===== src/rtl/mem_bus_master.sv =====
// rtl/mem_bus_master.sv - single-beat request/response initiator for an asynchronous memory with programmable wait cycles
// Optional per-type transaction counters are enabled by defining MEM_BUS_STATS_EN.
module mem_bus_master #(
    parameter int ADDR_WIDTH  = 16,
    parameter int DATA_WIDTH  = 8,
    parameter int WAIT_CYCLES = 2
) (
    input  logic                  clk,
    input  logic                  reset,
    input  logic                  req_valid,
    output logic                  req_ready,
    input  logic                  req_we,
    input  logic [ADDR_WIDTH-1:0] req_addr,
    input  logic [DATA_WIDTH-1:0] req_wdata,
    output logic                  rsp_valid,
    input  logic                  rsp_ready,
    output logic                  rsp_we,
    output logic [DATA_WIDTH-1:0] rsp_rdata,
    output logic                  mem_enable,
    output logic                  mem_we,
    output logic [ADDR_WIDTH-1:0] mem_address,
    output logic [DATA_WIDTH-1:0] mem_wr_data,
    input  logic [DATA_WIDTH-1:0] mem_rd_data
`ifdef MEM_BUS_STATS_EN
    ,
    output logic [31:0]           stat_rd_count,
    output logic [31:0]           stat_wr_count
`endif
);

    typedef enum logic [1:0] {
        IDLE   = 2'd0,
        ACCESS = 2'd1,
        RESP   = 2'd2
    } state_t;

    // Counter starts at WAIT_CYCLES-1 so the lines stay enabled for exactly WAIT_CYCLES clocks.
    localparam logic [3:0] CNT_LOAD = 4'(WAIT_CYCLES - 1);

    state_t                state_q, state_d;
    logic [3:0]            cnt_q, cnt_d;
    logic                  req_ready_q, req_ready_d;
    logic                  rsp_valid_q, rsp_valid_d;
    logic                  rsp_we_q, rsp_we_d;
    logic [DATA_WIDTH-1:0] rsp_rdata_q, rsp_rdata_d;
    logic                  mem_enable_q, mem_enable_d;
    logic                  mem_we_q, mem_we_d;
    logic [ADDR_WIDTH-1:0] mem_address_q, mem_address_d;
    logic [DATA_WIDTH-1:0] mem_wr_data_q, mem_wr_data_d;

    // State and output registers; reset abandons any transaction in flight.
    always_ff @(posedge clk) begin
        if (reset) begin
            state_q       <= IDLE;
            cnt_q         <= 4'd0;
            req_ready_q   <= 1'b1;
            rsp_valid_q   <= 1'b0;
            rsp_we_q      <= 1'b0;
            rsp_rdata_q   <= '0;
            mem_enable_q  <= 1'b0;
            mem_we_q      <= 1'b0;
            mem_address_q <= '0;
            mem_wr_data_q <= '0;
        end else begin
            state_q       <= state_d;
            cnt_q         <= cnt_d;
            req_ready_q   <= req_ready_d;
            rsp_valid_q   <= rsp_valid_d;
            rsp_we_q      <= rsp_we_d;
            rsp_rdata_q   <= rsp_rdata_d;
            mem_enable_q  <= mem_enable_d;
            mem_we_q      <= mem_we_d;
            mem_address_q <= mem_address_d;
            mem_wr_data_q <= mem_wr_data_d;
        end
    end

    // Next-state logic: accept in IDLE, hold lines during ACCESS, hold response in RESP.
    always_comb begin
        state_d       = state_q;
        cnt_d         = cnt_q;
        req_ready_d   = req_ready_q;
        rsp_valid_d   = rsp_valid_q;
        rsp_we_d      = rsp_we_q;
        rsp_rdata_d   = rsp_rdata_q;
        mem_enable_d  = mem_enable_q;
        mem_we_d      = mem_we_q;
        mem_address_d = mem_address_q;
        mem_wr_data_d = mem_wr_data_q;
        case (state_q)
            IDLE: begin
                req_ready_d = 1'b1;
                if (req_valid && req_ready_q) begin
                    mem_address_d = req_addr;
                    mem_wr_data_d = req_wdata;
                    mem_we_d      = req_we;
                    mem_enable_d  = 1'b1;
                    cnt_d         = CNT_LOAD;
                    req_ready_d   = 1'b0;
                    state_d       = ACCESS;
                end
            end
            ACCESS: begin
                if (cnt_q == 4'd0) begin
                    // Last enabled cycle: the memory has settled, so sample now.
                    rsp_rdata_d  = mem_we_q ? '0 : mem_rd_data;
                    rsp_we_d     = mem_we_q;
                    rsp_valid_d  = 1'b1;
                    mem_enable_d = 1'b0;
                    mem_we_d     = 1'b0;
                    state_d      = RESP;
                end else begin
                    cnt_d = cnt_q - 4'd1;
                end
            end
            RESP: begin
                if (rsp_ready) begin
                    rsp_valid_d = 1'b0;
                    req_ready_d = 1'b1;
                    state_d     = IDLE;
                end
            end
            default: begin
                state_d = IDLE;
            end
        endcase
    end

    assign req_ready   = req_ready_q;
    assign rsp_valid   = rsp_valid_q;
    assign rsp_we      = rsp_we_q;
    assign rsp_rdata   = rsp_rdata_q;
    assign mem_enable  = mem_enable_q;
    assign mem_we      = mem_we_q;
    assign mem_address = mem_address_q;
    assign mem_wr_data = mem_wr_data_q;

`ifdef MEM_BUS_STATS_EN
    logic [31:0] stat_rd_q;
    logic [31:0] stat_wr_q;

    // Saturating counts of completed read and write response handshakes.
    always_ff @(posedge clk) begin
        if (reset) begin
            stat_rd_q <= 32'd0;
            stat_wr_q <= 32'd0;
        end else if (rsp_valid_q && rsp_ready) begin
            if (rsp_we_q) begin
                if (stat_wr_q != 32'hFFFF_FFFF) stat_wr_q <= stat_wr_q + 32'd1;
            end else begin
                if (stat_rd_q != 32'hFFFF_FFFF) stat_rd_q <= stat_rd_q + 32'd1;
            end
        end
    end

    assign stat_rd_count = stat_rd_q;
    assign stat_wr_count = stat_wr_q;
`endif

endmodule

===== config.mk =====
export PLATFORM = sky130hd
export DESIGN_NAME = mem_bus_master
export DESIGN_NICKNAME = d
export VERILOG_FILES = /design/src/rtl/mem_bus_master.sv
export SDC_FILE = /design/constraint.sdc
export NUM_CORES = 1
export LEC_CHECK = 0
export ABC_AREA = 0
export CORE_AREA = 10 10 75 77
export CTS_CLUSTER_DIAMETER = 200
export DETAILED_ROUTE_END_ITERATION = 8
export DIE_AREA = 0 0 85 87
export PLACE_DENSITY_LB_ADDON = 0.12
export SYNTH_ARGS = -nofsm -noshare
export SYNTH_HDL_FRONTEND = slang
export SYNTH_SLANG_ARGS = --single-unit
export TNS_END_PERCENT = 10

===== constraint.sdc =====
create_clock -name clk -period 1.9 [get_ports clk]
set_input_delay 0.38 -clock clk [delete_from_list [all_inputs] [get_ports clk]]
set_output_delay 0.38 -clock clk [all_outputs]
set_load 0.02 [all_outputs]

==> impl_metrics.json <==
{
  "status": "completed",
  "die-width_um": 85,
  "routabilityCongestion": 0.746,
  "clockBufferDepth": 2,
  "slew_viol_final": 0,
  "period_needed_ns": 1.76,
  "drtAntennaViolNets": 0,
  "cp-start-kind": "flop",
  "rows": 24,
  "finalHoldViolCount": 0,
  "syn_nets": 236,
  "clock_latency_ns": 0.29,
  "groute.usage.overall_pct": 12.7,
  "antenna_found_initial": 0,
  "hp-class": "flop to flop",
  "synth_ff_type": "dfxtp_1",
  "area_delta_synth_final_pct": 58.0,
  "busiest_layer": "met2",
  "use_met2_pct": 21.8,
  "worstPathMaxFanout": 6,
  "cellPowerDensity_mw_per_mm2": 909,
  "post_layout_nonfiller_instances": 326,
  "io_pins": 74,
  "drive_above_1_share_pct": 7.30,
  "grt_overflow_total": 0,
  "cts_resized": 0,
  "portBuffers": 73,
  "cts-root-buf": "clkbuf_8",
  "hold_ws_ns": 0.454,
  "drv_cap": 0,
  "leakagePower_nw": 0.944,
  "first_pass_iters": 4,
  "crit_buf_inv": 1,
  "syn-cell-area_sq_mm": 0.00165,
  "required_ns": 1.52,
  "use_met1_pct": 13.9,
  "post_drt_via_cell_ratio": 5.03,
  "hold_start": "mem_wr_data[2]$_SDFFE_PP0P_",
  "grt_pass1_vias": 1630,
  "critPathKind": "flop to output pin",
  "final_common_cell": "clkdlybuf4s50_1",
  "wl_per_cell_um": 14.9,
  "critPathMaxStageDelay_ns": 0.65,
  "cts_buffers": 5,
  "fmax_mhz": 567,
  "core_sq_mm": 0.00423,
  "synth_edf_count": 0,
  "tns_ns": 0,
  "drt_wl_total_um": 4850,
  "setup-violations-final": 0,
  "drt_iter0_markers": 96,
  "rsz0062_at_grt": "false",
  "initial_core_util_pct": 39.0,
  "cts_sinks": 43,
  "final_nets": 312,
  "synth_seq_cells": 43,
  "worstSetupStartpoint": "mem_we$_SDFFE_PP0P_",
  "grt_pass1_wl_um": 7760,
  "synthDistinctLibCells": 26,
  "async_flop_share_pct": 0,
  "mostFrequentLayoutCells": "clkdlybuf4s50_1 (73), nand2_1 (51), dfxtp_1 (43)",
  "r2r-start": "cnt_q[0]$_SDFFE_PP0P_",
  "slew-limit-headroom_pct": 78.1,
  "die_y_um": 87,
  "skew_ns": 0.00410,
  "grt_start_max_net_pins": 44,
  "drc": 0,
  "dp_hpwl_um": 3550,
  "cts.clk_slew.worst_paths_ns": 0.08,
  "placed_cells": 318,
  "grtUsageMet3_pct": 4.78,
  "postCtsSetupBuffers": 0,
  "fp.dieArea_sq_mm": 0.00740,
  "cpMaxStageDelayCell": "clkdlybuf4s50_1",
  "crit_path_cell_trace": "clkdlybuf4s50_1",
  "h-tree-depth": 2,
  "place_area_sq_mm": 0.00249,
  "avgSynthCellArea_sq_um": 8.39,
  "finalCritPeriodShare_pct": 92.8,
  "path_delay_family": "buffers and inverters",
  "syn_inst": 197,
  "diodes": 0,
  "design_area_sq_mm": 0.00261,
  "cts_tree": "built",
  "tightestPinTransition_ns": 0.329,
  "seq_area_frac_synth_pct": 52.1,
  "yosysWarnings": 0,
  "cts_hold_buf": 0,
  "via_count": 1641,
  "endpoint_kind": "output pin",
  "vdd_drop_max_v": 0.000499,
  "critPathArrivalTime_ns": 1.38
}
[layer usage]
layer | part of all wire, % | vias to the layer above
met1 | 41 | 764
li1 | - | 827
met4 | 0.82 | 0
met2 | 52 | 44
met3 | 6.7 | 6
met5 | 0 | -
[synth_stat cells, drive strengths merged (2+ instances only)]
master / number / area share (%)
nor2: 2 / 0.45
nor2b: 2 / 0.76
nand2: 51 / 12
nand3: 3 / 0.91
nor4bb: 2 / 1.2
or3: 2 / 0.76
nand2b: 2 / 0.76
ha: 2 / 1.5
o21ai: 10 / 3.0
clkbuf: 7 / 1.6
a31oi: 2 / 0.76
buf: 8 / 2.3
a21oi: 40 / 12
o211ai: 2 / 0.91
nand4b: 9 / 4.8
inv: 2 / 0.45
dfxtp: 43 / 52
[report_power, final]
| group | internal, mW | total [mW] | switching, mW |
|---|---|---|---|
| registers | 0.977 | 1.03 | 0.0482 |
| logic | 0.298 | 0.613 | 0.315 |
| clock network | 0.425 | 0.734 | 0.309 |
[registers in the layout, indices dropped and copies added, names as in the netlist]
register     cells
cnt_q            4
mem_address     16
mem_enable       1
mem_we           1
mem_wr_data      8
req_ready        1
rsp_rdata        8
rsp_valid        1
rsp_we           1
state_q          2
[stage by stage]
step	power (mW)	setup WS, ns	utilization [%]
after global routing	2.51	0.0724	61.7
final	2.37	0.136	61.7
after global placement	1.66	0.194	58.9
after CTS	2.40	0.117	61.7
after detailed placement	1.67	0.137	58.9
after floorplan	1.35	0.478	-
[cell families (layout without fill, tap and decap cells)]
group / count (synthesis) / count (layout) / share of synthesized area (%)
compound gates: 57 / 57 / 18.2
fa+ha+maj: 2 / 2 / 1.51
buf+inv: 17 / 94 / 4.39
flops: 43 / 43 / 52.1
simple gates: 78 / 78 / 23.8
[final cells by class]
class / count / area (sq um)
Clock buffer: 6 / 82.6
Clock inverter: 2 / 35.0
Fill cell: 372 / 1620
Inverter: 2 / 7.51
Multi-Input combinational cell: 137 / 734
Sequential cell: 43 / 861
Tap cell: 52 / 65.1
Timing Repair Buffer: 84 / 826
[worst paths after layout]
| kind | end | slack (ns) | cells past startpoint |
|---|---|---|---|
| worst max-delay path | mem_we | 0.14 | 1 |
| worst min-delay path | mem_wr_data[2]$_SDFFE_PP0P_ | 0.45 | 2 |
| worst max register to register | rsp_we$_SDFFE_PP0P_ | 0.24 | 6 |
| worst min register to register | mem_wr_data[2]$_SDFFE_PP0P_ | 0.45 | 2 |
No activity file was read; power rests on OpenSTA's default activity.
